`config.mk`:
```
export PLATFORM = sky130hd
export DESIGN_NAME = alu_shift_seq
export DESIGN_NICKNAME = d
export VERILOG_FILES = /design/src/rtl/alu_shift_seq.sv
export SDC_FILE = /design/constraint.sdc
export NUM_CORES = 1
export LEC_CHECK = 0
export ABC_AREA = 1
export BUFFER_PORTS_ARGS = -buffer_cell sky130_fd_sc_hd__buf_2
export CAP_MARGIN = 20
export CORE_ASPECT_RATIO = 0.9
export CORE_MARGIN = 5
export CORE_UTILIZATION = 40
export DETAILED_ROUTE_END_ITERATION = 16
export PLACE_DENSITY = 0.75
export SETUP_SLACK_MARGIN = 0.15
export SYNTH_ARGS = -nofsm -noshare
export SYNTH_HDL_FRONTEND = slang
export SYNTH_SLANG_ARGS = --single-unit
```
`constraint.sdc`:
```
create_clock -name clk -period 2.18 [get_ports clk]
set_input_delay 0 -clock clk [delete_from_list [all_inputs] [get_ports clk]]
set_output_delay 0 -clock clk [all_outputs]
set_load 0.01 [all_outputs]
```
`src/rtl/alu_shift_seq.sv`:
```
// alu_shift_seq: iterative, handshaked shift/rotate engine.
//
// Takes one command per transaction on a valid/ready port. The operand is shifted or rotated
// one bit position per cycle, and the result is presented on a valid/ready response port.
// Opcodes: 0110 SLL, 0111 SAR, 1000 ROL, 1001 ROR. Any other opcode returns result 0 with
// out_err set.
//
// Optional feature (compile-time macro):
//   ALU_SHIFT_SEQ_FAST_EN - while at least 4 steps remain, each SHIFT cycle moves 4 positions.
//                           Results are identical with or without the macro.
//
// Ports:
//   clk, rst    - clock; synchronous active-high reset
//   in_valid    - command valid
//   in_ready    - engine can accept a command (IDLE only)
//   in_a        - operand
//   in_b        - shift/rotate amount
//   in_opcode   - operation select
//   out_valid   - result valid (DONE state)
//   out_ready   - consumer accepts the result
//   out_result  - shifted/rotated value, held stable while out_valid is high
//   out_err     - the command carried an illegal opcode
//   busy        - high in any state other than IDLE
module alu_shift_seq #(
  parameter int unsigned WIDTH = 16,
  parameter int unsigned CNT_W = $clog2(WIDTH) + 1
) (
  input  logic             clk,
  input  logic             rst,
  input  logic             in_valid,
  output logic             in_ready,
  input  logic [WIDTH-1:0] in_a,
  input  logic [WIDTH-1:0] in_b,
  input  logic [3:0]       in_opcode,
  output logic             out_valid,
  input  logic             out_ready,
  output logic [WIDTH-1:0] out_result,
  output logic             out_err,
  output logic             busy
);

  localparam int unsigned LogW = $clog2(WIDTH);

  localparam logic [3:0] OpSll = 4'b0110;
  localparam logic [3:0] OpSar = 4'b0111;
  localparam logic [3:0] OpRol = 4'b1000;
  localparam logic [3:0] OpRor = 4'b1001;

  localparam logic [WIDTH-1:0] WidthVal = WIDTH'(WIDTH);

  typedef enum logic [1:0] {StIdle, StShift, StDone} state_e;

  state_e           state;
  logic [WIDTH-1:0] data;   // working operand; also the presented result
  logic [3:0]       op;
  logic [CNT_W-1:0] cnt;    // steps still to perform
  logic             err;

  logic             legal;
  logic [CNT_W-1:0] n_load;
  logic             big;
  logic [CNT_W-1:0] step_amt;
  logic [WIDTH-1:0] step_data;

  // Command decode and step count.
  always_comb begin
    legal = (in_opcode == OpSll) || (in_opcode == OpSar) ||
            (in_opcode == OpRol) || (in_opcode == OpRor);
    if ((in_opcode == OpRol) || (in_opcode == OpRor)) begin
      // A rotate by a multiple of WIDTH is the identity, so only the low bits matter.
      n_load = CNT_W'(in_b[LogW-1:0]);
    end else if (in_b >= WidthVal) begin
      // Shifting by WIDTH or more saturates; WIDTH single steps gives the same result.
      n_load = CNT_W'(WIDTH);
    end else begin
      n_load = CNT_W'(in_b);
    end
  end

  // One SHIFT-cycle step: move 1 position, or 4 positions in fast mode while at least 4 remain.
  always_comb begin
    big = 1'b0;
`ifdef ALU_SHIFT_SEQ_FAST_EN
    big = (cnt >= CNT_W'(4));
`endif
    step_amt  = big ? CNT_W'(4) : CNT_W'(1);
    step_data = data;
    case (op)
      OpSll: step_data = big ? {data[WIDTH-5:0], 4'b0000}
                             : {data[WIDTH-2:0], 1'b0};
      OpSar: step_data = big ? {{4{data[WIDTH-1]}}, data[WIDTH-1:4]}
                             : {data[WIDTH-1], data[WIDTH-1:1]};
      OpRol: step_data = big ? {data[WIDTH-5:0], data[WIDTH-1:WIDTH-4]}
                             : {data[WIDTH-2:0], data[WIDTH-1]};
      OpRor: step_data = big ? {data[3:0], data[WIDTH-1:4]}
                             : {data[0], data[WIDTH-1:1]};
      default: ;
    endcase
  end

  always_ff @(posedge clk) begin
    if (rst) begin
      state <= StIdle;
      data  <= '0;
      op    <= OpSll;
      cnt   <= '0;
      err   <= 1'b0;
    end else begin
      unique case (state)
        StIdle: begin
          if (in_valid) begin
            if (!legal) begin
              data  <= '0;
              err   <= 1'b1;
              cnt   <= '0;
              state <= StDone;
            end else begin
              data  <= in_a;
              op    <= in_opcode;
              err   <= 1'b0;
              cnt   <= n_load;
              state <= (n_load == '0) ? StDone : StShift;
            end
          end
        end
        StShift: begin
          data <= step_data;
          cnt  <= cnt - step_amt;
          if (cnt == step_amt) begin
            state <= StDone;
          end
        end
        StDone: begin
          if (out_ready) begin
            state <= StIdle;
          end
        end
        default: state <= StIdle;
      endcase
    end
  end

  assign in_ready   = (state == StIdle);
  assign out_valid  = (state == StDone);
  assign busy       = (state != StIdle);
  assign out_result = data;
  assign out_err    = err;

endmodule

```
==> results.md <==
* Outcome: finished clean
* Post-route ant nets at 0
* Worst reg2reg path depth at 7
* Combinational Power Share at 0.480
* CP required at 2.40 ns
* Routed wl met2 at 2140 um
* DRT met1 WL at 2190 um
* Initial Utilization at 0.419
* Reg2reg setup slack at 0.68 ns
* CP startpoint kind: register
* Wire per inst at 11.0 um
* Number of synthesized flops with an enable pin at 0
* Min Clock Period, post-route at 1.50 ns
* Worst Path Max Fanout at 16
* Share of the synthesized area in the top cell type at 0.296
* Slew Viols, Final at 0
* Final period utilization at 0.686
* GRT Residual Overflow at 0
* Resize count post-CTS at 0
* Synth cell count leaders: 49 x inv_1, 43 x nand2_1, 40 x nand3_1
* Most common flop cell mapped by yosys: dfxtp_1
* Least-Margin Pin Slew at 0.630 ns
* Seq/Total Area, Yosys at 0.296
* Cell Rows at 23
* Register area at 561 um2
* Reg2reg end: out_result[0]$_SDFFE_PP0P_
* Inserted Diodes at 0
* Unique masters post-synth at 29
* Number of CTS-inserted buffers at 3
* Mapped Area at 0.00189 mm2
* PnR Total Power at 1980 uW
* Clock power frac at 0.144
* GP Congestion at 0.830
* Reg clk slew, reported paths at 0.10 ns
* Setup violations, final at 0
* Final HPWL DP at 3480 um
* NetSw at 863 uW
* Crit path max-delay cell type: dfxtp_1
* HP Class: input pin to register
* RSZ-0062 raised after global routing: no
* Yosys top cell by area: dfxtp_1
* Crit path largest cell delay at 0.35 ns
* Port Buffers at 59
* Peak VDD IR at 0.422 mV
* Share of cells above drive strength 1 at 0.285
* Largest net degree at the start of global routing at 25
* Final Hold Vio Count at 0
* CTS Sinks at 28
* Hold_sp: in_b[3]
* Core area at 0.00452 mm2
* I/O pins at 60
* Sequential power share at 0.375
* CTS root buffer: clkbuf_8
* Total Routed Length at 4540 um
* Most common cell in the netlist: inv_1
* Synthesized instance count at 296
* Critical path capture point type: register
* Syn-to-layout area delta at 19.6%
* Synth top area cells: dfxtp_1 30%, nand3_1 11%, inv_1 9.7%
* Place WS at 0.713 ns
* Number of synthesized register bits at 28
* Leakage Power at 0.00117 uW
* Sw frac at 0.436
* Worst Hold Depth at 3
* DRC at 0
* CTS Buffer Depth at 2
* Nets at 395
* Uppermost routed layer: met4
* Height of the die at 75.2 um
* Synth Net Count at 338
* Latest clock arrival within the worst-skew pair at 0.28 ns
* Die boundary width at 82.5 um
* Worst EP arrival at 1.72 ns
* DR vias at 1951
* Vias in the first global route at 1791
* MaxCap Viol Count at 0
* Slew margin rel. at 0.580
* Worst setup margin at 0.684 ns
* Layout Skew at 0.0147 ns
* Metal3 WL at 165 um
* H-tree levels at 1
* Hold path endpoint: cnt[3]$_SDFFE_PP0P_
* Max Freq at 668 MHz
* Fillcell total at 498
* RR Startpoint: op[2]$_SDFFE_PP1P_
* Initial DRC Count at 112
* Syn Area/Cell at 6.39 um2
* Drt pass-1 iters at 4
* Vias/cell at 4.72
* Share of flip-flops with an asynchronous set or reset at 0
* Setup_tns at 0 ns
* CTS tree: yes
* Initial antenna violation count at 0
* Internal power at 1120 uW
* First-pass GRT wire length at 7580 um
* Yosys warnings at 0
* Total track usage at 0.154
* Cell Chain, Critical Path: nor2_2 -> nand3_2 -> nand2_2 -> nand2_1 -> nand2_1 -> nand2_1 -> a21oi_1
* WS Path Type: register to register
* CP most frequent cell: nand2_1
* Multi-input logic area at 0.00106 mm2
* PD cells at 875 mW/mm2
* Die ar. at 0.00621 mm2
[worst max path at each step]
stage / from / end / slack (ns) / cells past startpoint
after detailed placement: op[2]$_SDFFE_PP1P_ / out_result[0]$_SDFFE_PP0P_ / 0.71 / 7
after global routing: op[3]$_SDFFE_PP0P_ / out_result[0]$_SDFFE_PP0P_ / 0.49 / 8
after floorplan: state[0]$_SDFFE_PP0P_ / out_result[11]$_SDFFE_PP0P_ / 0.92 / 7
after CTS: op[2]$_SDFFE_PP1P_ / out_result[0]$_SDFFE_PP0P_ / 0.70 / 7
final: op[2]$_SDFFE_PP1P_ / out_result[0]$_SDFFE_PP0P_ / 0.68 / 7
after global placement: op[2]$_SDFFE_PP1P_ / out_result[0]$_SDFFE_PP0P_ / 0.78 / 7
[power by group through the flow]
stage | Sequential (uW) | Combinational, uW | Clock (uW)
global placement | 753 | 943 | 0
detailed placement | 753 | 959 | 0
CTS | 742 | 963 | 294
finish | 743 | 950 | 285
floorplan | 777 | 687 | 0
global route | 758 | 1090 | 313
[per-layer routing]
layer	GRT usage	up-vias
met5	0	-
met4	0.0508	0
met3	0.0227	4
met2	0.271	30
met1	0.193	865
li1	-	1052
[cell families (layout without fill, tap and decap cells)]
group | Yosys count | after routing | synth area share
AO/OA/AOI/OAI | 54 | 54 | 0.164
buffers and inverters | 63 | 118 | 0.144
adder cells (fa/ha/maj) | 2 | 2 | 0.0132
flip-flops | 28 | 28 | 0.296
AND/OR/NAND/NOR | 149 | 149 | 0.383
[final cells by class]
| cell class | instances | area share |
|---|---|---|
| clock buffers | 3 | 0.0183 |
| repair buffers | 61 | 0.138 |
| inverters | 54 | 0.0929 |
| well taps | 62 | 0.0343 |
| multi-input cells | 205 | 0.468 |
| flip-flops and latches | 28 | 0.248 |
[through the flow]
step / hold WS [ns] / area (um2) / cells / util
5_1_grt: 0.0143 / 2260 / 413 / 0.501
3_5_place_dp: 0.189 / 2210 / 409 / 0.489
3_3_place_gp: 0.189 / 2210 / 409 / 0.489
2_1_floorplan: 0.0691 / 1890 / 296 / -
6_report: 0.0147 / 2260 / 413 / 0.501
4_1_cts: 0.00694 / 2260 / 413 / 0.501
[timing repair]
| item | CTS | global route |
|---|---|---|
| buffers inserted | 0 | 0 |
| hold buffers | 1 | 0 |
| endpoints found under the hold margin | 2 | 0 |
[state kept, by name, indices dropped and copies added (netlist names)]
register / flops
out_result: 16
state: 2
op: 4
out_err: 1
cnt: 5
[worst max-delay path, delay by kind of cell, from the launching register on]
kind	cells	cell delay [ns]
AO/OA/AOI/OAI	1	0.13
AND/OR/NAND/NOR	6	0.95
flip-flops	1	0.35
[cells in the final DEF (no fill, tap or decap)]
master,n
nand2_1,43
dfxtp_1,28
nand2_2,4
clkbuf_8,3
a21oi_1,19
inv_6,1
buf_2,59
nor2_1,36
buf_4,1
nand3_1,40
o21ai_1,9
inv_2,3
nor4_1,1
nand3_2,1
and2_0,1
inv_1,49
nand4_1,1
nand3b_1,5
dlygate4sd3_1,1
a21oi_2,10
nand2_4,2
nor2_2,13
nand4_2,1
o211ai_1,1
ha_1,2
nand2_8,1
o21ai_0,15
inv_4,1
No activity file was read; power rests on OpenSTA's default activity.
